--- config.mk ---
export PLATFORM = sky130hd
export DESIGN_NAME = hazard_ctrl_mc
export DESIGN_NICKNAME = d
export VERILOG_FILES = /design/src/rtl/hazard_ctrl_mc.sv
export SDC_FILE = /design/constraint.sdc
export NUM_CORES = 1
export LEC_CHECK = 0
export ABC_AREA = 0
export CAP_MARGIN = 20
export CORE_MARGIN = 2
export CORE_UTILIZATION = 45
export DETAILED_ROUTE_END_ITERATION = 8
export PLACE_DENSITY = 0.78
export SLEW_MARGIN = 20
export SYNTH_ARGS = -nofsm -noshare
export SYNTH_HDL_FRONTEND = slang
export SYNTH_SLANG_ARGS = --single-unit
--- constraint.sdc ---
create_clock -name clk -period 3.1 [get_ports clk]
set_input_delay 0.62 -clock clk [delete_from_list [all_inputs] [get_ports clk]]
set_output_delay 0.62 -clock clk [all_outputs]
set_load 0.1 [all_outputs]
--- src/rtl/hazard_ctrl_mc.sv ---
// Hazard unit for the 5-stage core: operand forwarding, load-use and multi-cycle
// execute stalls, control-flow flushes and saturating stall/flush counters.
module hazard_ctrl_mc #(
    parameter int NSRC    = 3,
    parameter int RW      = 4,
    parameter int MUL_LAT = 3,
    parameter int CNTW    = 16
) (
    input  logic                 clk,
    input  logic                 reset,
    input  logic [NSRC*RW-1:0]   SrcE,
    input  logic [NSRC-1:0]      SrcEValid,
    input  logic [NSRC*RW-1:0]   SrcD,
    input  logic [NSRC-1:0]      SrcDValid,
    input  logic [RW-1:0]        WA3E,
    input  logic                 MemtoRegE,
    input  logic                 MemWriteE,
    input  logic [RW-1:0]        WA3M,
    input  logic [RW-1:0]        WA3W,
    input  logic                 RegWriteM,
    input  logic                 RegWriteW,
    input  logic [RW-1:0]        WBAM,
    input  logic [RW-1:0]        WBAW,
    input  logic                 WriteBackM,
    input  logic                 WriteBackW,
    input  logic                 MultiStartE,
    input  logic                 BranchTakenD,
    input  logic                 PCSrcW,
    input  logic                 PCWrPendingF,
    input  logic                 CntClr,
    output logic [NSRC*3-1:0]    ForwardE,
    output logic                 StallF,
    output logic                 StallD,
    output logic                 StallE,
    output logic                 FlushD,
    output logic                 FlushE,
    output logic                 FlushM,
    output logic                 MulBusy,
    output logic [CNTW-1:0]      StallCount,
    output logic [CNTW-1:0]      FlushCount
);

    typedef enum logic {IDLE, BUSY} state_t;

    localparam logic       MULTI    = (MUL_LAT > 1);
    localparam logic [3:0] CNT_INIT = (MUL_LAT > 1) ? 4'(MUL_LAT - 2) : 4'd0;

    state_t     state, state_next;
    logic [3:0] cnt, cnt_next;
    logic       mul_stall;
    logic       ms;
    logic       ldr_stall;

    function automatic logic [CNTW-1:0] sat_inc(input logic [CNTW-1:0] val, input logic inc);
        if (inc && (val != {CNTW{1'b1}}))
            return val + 1'b1;
        return val;
    endfunction

    // Nearer stage wins; within a stage the result port beats base writeback.
    always_comb begin
        logic [RW-1:0] src;
        ForwardE = '0;
        for (int i = 0; i < NSRC; i++) begin
            src = SrcE[i*RW +: RW];
            if (SrcEValid[i]) begin
                if (RegWriteM && (src == WA3M))
                    ForwardE[i*3 +: 3] = 3'b010;
                else if (WriteBackM && (src == WBAM))
                    ForwardE[i*3 +: 3] = 3'b100;
                else if (RegWriteW && (src == WA3W))
                    ForwardE[i*3 +: 3] = 3'b001;
                else if (WriteBackW && (src == WBAW))
                    ForwardE[i*3 +: 3] = 3'b011;
            end
        end
    end

    always_comb begin
        logic hit;
        hit = 1'b0;
        for (int i = 0; i < NSRC; i++)
            hit = hit | (SrcDValid[i] && (SrcD[i*RW +: RW] == WA3E));
        ldr_stall = MemtoRegE & ~MemWriteE & hit;
    end

    always_ff @(posedge clk or negedge reset) begin
        if (!reset) begin
            state <= IDLE;
            cnt   <= 4'd0;
        end else begin
            state <= state_next;
            cnt   <= cnt_next;
        end
    end

    // The final BUSY cycle ignores MultiStartE since it still belongs to the running op.
    always_comb begin
        state_next = state;
        cnt_next   = cnt;
        mul_stall  = 1'b0;
        case (state)
            IDLE: begin
                if (MultiStartE && MULTI) begin
                    mul_stall  = 1'b1;
                    state_next = BUSY;
                    cnt_next   = CNT_INIT;
                end
            end
            BUSY: begin
                if (cnt != 4'd0) begin
                    mul_stall = 1'b1;
                    cnt_next  = cnt - 4'd1;
                end else begin
                    state_next = IDLE;
                end
            end
        endcase
        if (PCSrcW) begin
            state_next = IDLE;
            cnt_next   = 4'd0;
        end
    end

    assign ms      = mul_stall & ~PCSrcW;
    assign MulBusy = (state == BUSY);
    assign StallE  = ms;
    assign StallD  = ms | ldr_stall;
    assign StallF  = StallD | PCWrPendingF;
    assign FlushM  = ms;
    assign FlushE  = PCSrcW | (ldr_stall & ~ms);
    assign FlushD  = PCSrcW | (~StallD & (PCWrPendingF | BranchTakenD));

    always_ff @(posedge clk or negedge reset) begin
        if (!reset) begin
            StallCount <= '0;
            FlushCount <= '0;
        end else if (CntClr) begin
            StallCount <= '0;
            FlushCount <= '0;
        end else begin
            StallCount <= sat_inc(StallCount, StallD);
            FlushCount <= sat_inc(FlushCount, FlushD);
        end
    end

endmodule

# --- Word level (Yosys, flattened, before mapping) ---
# Index checks and enable logic that the tools add are counted.
word_totals:
  ff_bits: 37
  latchBits: 0
  ramBits: 0
  romBits: 0
  output_inout_bits: 48
  mem_count: 0
op_classes:
  n_addsub: 3
  n_mul: 0
  div_mod_pow: 0
  magnitude_cmp: 0
  n_eq_ne: 19
  n_shift: 0
  n_mux: 33
  bitwise: 17
  reduce_logical: 21
ops:
  columns: ["op", "count"]
  rows:
  - ["16-bit 2-to-1 mux", 6]
  - ["4-bit == test", 15]
  - ["16-bit by 1-bit adder with 16-bit output (second input constant)", 2]
  - ["16-bit inequality test (second input constant)", 2]
  - ["3-bit 2-to-1 mux", 9]
  - ["1-bit logical AND", 17]
  - ["2-bit 2-to-1 mux", 6]
  - ["4-bit 2-to-1 mux", 3]
  - ["4-bit one-hot mux with 2 select lines", 1]
  - ["1-bit 2-to-1 mux", 7]
  - ["1-bit OR", 7]
  - ["1-bit AND", 5]
  - ["1-bit NOT", 5]
  - ["2-bit nonzero test", 2]
  - ["4-bit nonzero test", 1]
  - ["4-bit by 1-bit subtractor with 4-bit output (second input constant)", 1]
  - ["3-bit by 2-bit inequality test with 1-bit output (second input constant)", 1]
  - ["3-bit inequality test (second input constant)", 1]
  - ["1-bit one-hot mux with 2 select lines", 1]
  - ["2-bit AND reduction", 1]

# --- Longest topological paths before layout ---
depth:
  depth_word: 14
  ltp_mapped: 10
  mapped_depth_nobuf: 9

# --- Worst setup path after synthesis ---
# Ideal clock, no wire load.
synth_timing:
  kind: "input port to output port"
  from: "input SrcE[1]"
  to: "output ForwardE[0]"
  arrival_time_ns: 3.399
  setup_slack_ns: -0.919
  cell_stages: 6
  path_buffers: 1
  cell_sequence: "clkbuf_1 -> xnor2_1 -> nand2_1 -> nor4_1 -> nor2b_1 -> nor3_1"
synth_via:
  elab_chain_len: 7
synth_rtl:
  columns: ["item", "line_no", "text"]
  rows:
  - ["start, declared", "11", "input logic [NSRC*RW-1:0] SrcE,"]
  - ["4-bit == test", "73", "else if (WriteBackW && (src == WBAW))"]
  - ["1-bit logical AND", "73", null]
  - ["2-bit 2-to-1 mux", "73", null]
  - ["2-bit 2-to-1 mux", "71", "else if (RegWriteW && (src == WA3W))"]
  - ["3-bit 2-to-1 mux", "69", "else if (WriteBackM && (src == WBAM))"]
  - ["3-bit 2-to-1 mux *", "67", "if (RegWriteM && (src == WA3M))"]
  - ["3-bit 2-to-1 mux *", "66", "if (SrcEValid[i]) begin"]
  - ["end, declared", "31", "output logic [NSRC*3-1:0] ForwardE,"]
# Every way passes the cells marked *; elsewhere a longest branch is shown, timed or not.

# --- Final worst setup path ---
layout_timing:
  from: "input WA3E[1]"
  to: "output StallF"
layout_via:
  elab_chain_len: 7
layout_rtl:
  columns: ["item", "line_no", "text"]
  rows:
  - ["start, declared", "15", "input logic [RW-1:0] WA3E,"]
  - ["4-bit == test", "83", "hit = hit | (SrcDValid[i] && (SrcD[i*RW +: RW] == WA3E));"]
  - ["1-bit logical AND", "83", null]
  - ["1-bit OR", "83", null]
  - ["1-bit OR *", "83", null]
  - ["1-bit AND *", "84", "ldr_stall = MemtoRegE & ~MemWriteE & hit;"]
  - ["1-bit OR *", "128", "assign StallD = ms | ldr_stall;"]
  - ["1-bit OR *", "129", "assign StallF = StallD | PCWrPendingF;"]
  - ["end, declared", "32", "output logic StallF,"]
# Marked as above.

==> summary.txt <==
Power density over the cells -> 323 nW/um2
Final setup fails -> 0
Height of the die -> 85.2 um
Pre-CTS WS -> 0.0686 ns
Initial DRC count -> 86
Mapped Area -> 2960 um2
Number of routed nets with antenna violations -> 0
Remaining Overflow, GRT -> 0
Clock-pin slew on the worst setup and hold paths -> 0.07 ns
Met1 routing resource usage after global routing -> 30.3%
Layout overhead on the synthesized area -> 48.6%
Critical path capture point type -> output port
Worst clock skew on the final layout -> 0.00547 ns
Number of synthesized flops with an enable pin -> 0
Initial Util -> 46.7%
Synth Net Count -> 403
Worst endpoint required time -> 2.48 ns
Time the final worst path needs with I/O delays and setup -> 3.03 ns
Largest net degree at the start of global routing -> 38
Total number of vias -> 2912
Total power -> 1.42 mW
Data arrival time of the critical path -> 2.41 ns
Reg-to-reg critical path endpoint -> FlushCount[1]$_DFFE_PN0P_
Global-route wire length before repair -> 13700 um
Via count of the first global-routing pass -> 2895
Minimum setup slack among reg-to-reg paths -> 0.45 ns
Number of inserted filler cells in the final layout -> 506
Count of nets after finishing -> 521
Transition time at the pin with the least slew margin -> 0.733 ns
Count of different cell masters after synthesis -> 50
Leakage component of the power -> 1.83 nW
Worst path setup slack after routing -> 0.0700 ns
Post-detailed-route via-to-cell ratio -> 5.47
Met2 track demand over resource -> 39.7%
Status -> complete, no violations
Port Buffer Count -> 110
Placer Congestion -> 0.945
Post-cts hold buffer count -> 0
Site row count -> 29
Worst-case hold slack -> 0.557 ns
Worst reg2reg startpoint -> FlushCount[0]$_DFFE_PN0P_
Global routing's busiest layer -> met2
Sinks on Clock Net -> 37
Highest-count cells in the layout ignoring fill and taps -> clkdlybuf4s50_1 (61), xor2_1 (50), buf_4 (47)
Highest attainable clock frequency -> 330 MHz
Number of synthesized register bits -> 37
Post-Syn Area per Cell -> 8.82 um2
Total detailed-routing wirelength -> 8370 um
Highest fanout seen on the critical path -> 5
Warnings from Yosys -> 0
Router iterations before antenna repair -> 4
Critical Setup Path Class -> in -> out
Most common cell after layout, fill and taps aside -> clkdlybuf4s50_1
Ratio of cells with drive above 1 in the final layout -> 20.9%
Tot GR Track Use -> 23.1%
Worst min-delay path startpoint -> cnt[1]$_DFFE_PN0P_
Worst IR drop on VDD -> 0.000262 V
Reg2Reg Depth -> 9
Predominant post-synthesis flop cell -> dfrtp_1
Share of flip-flops with an asynchronous set or reset -> 100%
Class of the tightest hold or removal check -> reg -> reg
Clock tree from TritonCTS -> done
Total I/O pin count -> 111
Sequential element share of the synthesized area -> 31.2%
DR DRC count -> 0
Post-detail-place hpwl -> 6770 um
Period Utilization, post-route -> 97.7%
Final Max Tran Viols -> 0
Clock H-tree levels -> 2
Final hold violations -> 0
Root buffer cell -> clkbuf_8
Full die area -> 7250 um2
Unrepaired setup endpoints after global routing -> no
Destination of the worst hold path -> cnt[1]$_DFFE_PN0P_
Clock latency on the worst-skew pair -> 0.28 ns
Antenna violations before repair -> 0
Startpoint class of the critical path -> primary input
Std-Cell Core Area -> 6350 um2
WHS Path Cells -> 2
Inst Count DP -> 524
Number of buffers created by CTS -> 5
Max Buffers Root-to-Sink -> 2
Cells after Synth -> 336
Average wire per standard cell -> 15.7 um
Count of inserted antenna diode cells -> 0
Total of max-cap violations -> 0
Met3 Usage GRT -> 3.21%
Non-filler cells in the finished layout -> 532
DIE WIDTH -> 85.2 um
Max-slew headroom -> 51.0%
==> layout make-up <==
| class | instances | area (um2) | share of cell area, % |
|---|---|---|---|
| Inverter | 9 | 37.5 | 0.852 |
| Clock buffer | 6 | 72.6 | 1.65 |
| Tap cell | 77 | 96.3 | 2.19 |
| Sequential cell | 37 | 930 | 21.1 |
| Timing Repair Buffer | 124 | 1280 | 29.0 |
| Multi-Input combinational cell | 277 | 1980 | 45.0 |
| Clock inverter | 2 | 10.0 | 0.227 |
==> cell families (layout without fill, tap and decap cells) <==
| family | after synthesis | in the layout | share of synthesized area, % |
|---|---|---|---|
| buf+inv | 22 | 141 | 3.42 |
| flops | 37 | 37 | 31.2 |
| xor+xnor | 74 | 74 | 21.9 |
| mux | 5 | 5 | 1.77 |
| compound gates | 57 | 57 | 14.7 |
| fa+ha+maj | 4 | 4 | 1.69 |
| simple gates | 137 | 137 | 25.3 |
==> critical path: stages <==
cell and delay, ns:
clkdlybuf4s50_1 0.55, xor2_1 0.21, nor4_2 0.11, o31ai_4 0.38
nand2_2 0.12, or2_4 0.25, buf_12 0.16
==> where the power goes <==
part	leakage (nW)	internal [mW]	total, mW	switching [mW]
clock	0.0450	0.156	0.329	0.173
sequential	0.509	0.498	0.517	0.0190
combinational	1.27	0.226	0.575	0.349
==> state kept, by name, indices dropped and copies added (netlist names) <==
register	cells
FlushCount	16
MulBusy	1
cnt	4
StallCount	16
==> what timing repair did <==
item,in CTS,in global routing
gates resized for setup,0,2
buffers inserted,0,0
endpoints found under the setup margin,0,2
==> layer usage <==
| metal | part of all wire [%] | vias up | wire (um) |
|---|---|---|---|
| li1 | - | 1415 | - |
| met1 | 44 | 1395 | 3650 |
| met2 | 50 | 91 | 4170 |
| met3 | 5.0 | 11 | 419 |
| met4 | 1.4 | 0 | 120 |
| met5 | 0 | - | 0 |
==> cells in the mapped netlist (2+ instances only) <==
cell type,n,area [um2]
o21a_1,3,22.5
mux2_1,2,22.5
nand2b_1,5,31.3
inv_1,8,30.0
nand3_1,11,55.1
o31ai_1,6,45.0
ha_1,4,50.1
o21bai_1,2,15.0
clkbuf_1,7,26.3
a31o_1,2,17.5
nor2_1,28,105
a21oi_1,15,75.1
a21o_1,3,22.5
nand3b_1,3,22.5
mux2i_1,3,30.0
buf_4,2,15.0
xnor2_1,24,210
nor2b_1,7,43.8
or4_1,7,52.6
nand2_1,24,90.1
nor4_1,9,56.3
and2_1,2,12.5
nor3_1,10,50.1
a21bo_1,3,30.0
nor4_2,4,50.1
or3_1,6,37.5
o21ai_0,5,25.0
buf_2,3,15.0
or2_2,2,12.5
a211oi_1,6,45.0
dfrtp_1,37,926
and3_1,7,43.8
nor3b_1,2,15.0
xor2_1,50,438
nand4_1,6,37.5
o21ai_1,4,20.0
==> how the worst max path moves through the flow <==
| stage | from | endpoint | slack [ns] |
|---|---|---|---|
| 6_report | WA3E[1] | StallF | 0.07 |
| 5_1_grt | WA3E[3] | StallF | 0.003 |
| 4_1_cts | WA3E[2] | StallF | 0.06 |
| 3_5_place_dp | WA3E[2] | StallF | 0.07 |
| 3_3_place_gp | WA3E[2] | StallF | 0.14 |
| 2_1_floorplan | SrcE[1] | ForwardE[0] | -0.07 |
==> stage by stage <==
stage / cell area (um2) / TNS [ns] / utilization (%)
global route: 4410 / 0 / 69.4
finish: 4410 / 0 / 69.4
global placement: 4310 / 0 / 67.9
floorplan: 3010 / -0.0685 / -
CTS: 4400 / 0 / 69.2
detailed placement: 4310 / 0 / 67.9
No activity file was read; power rests on OpenSTA's default activity.
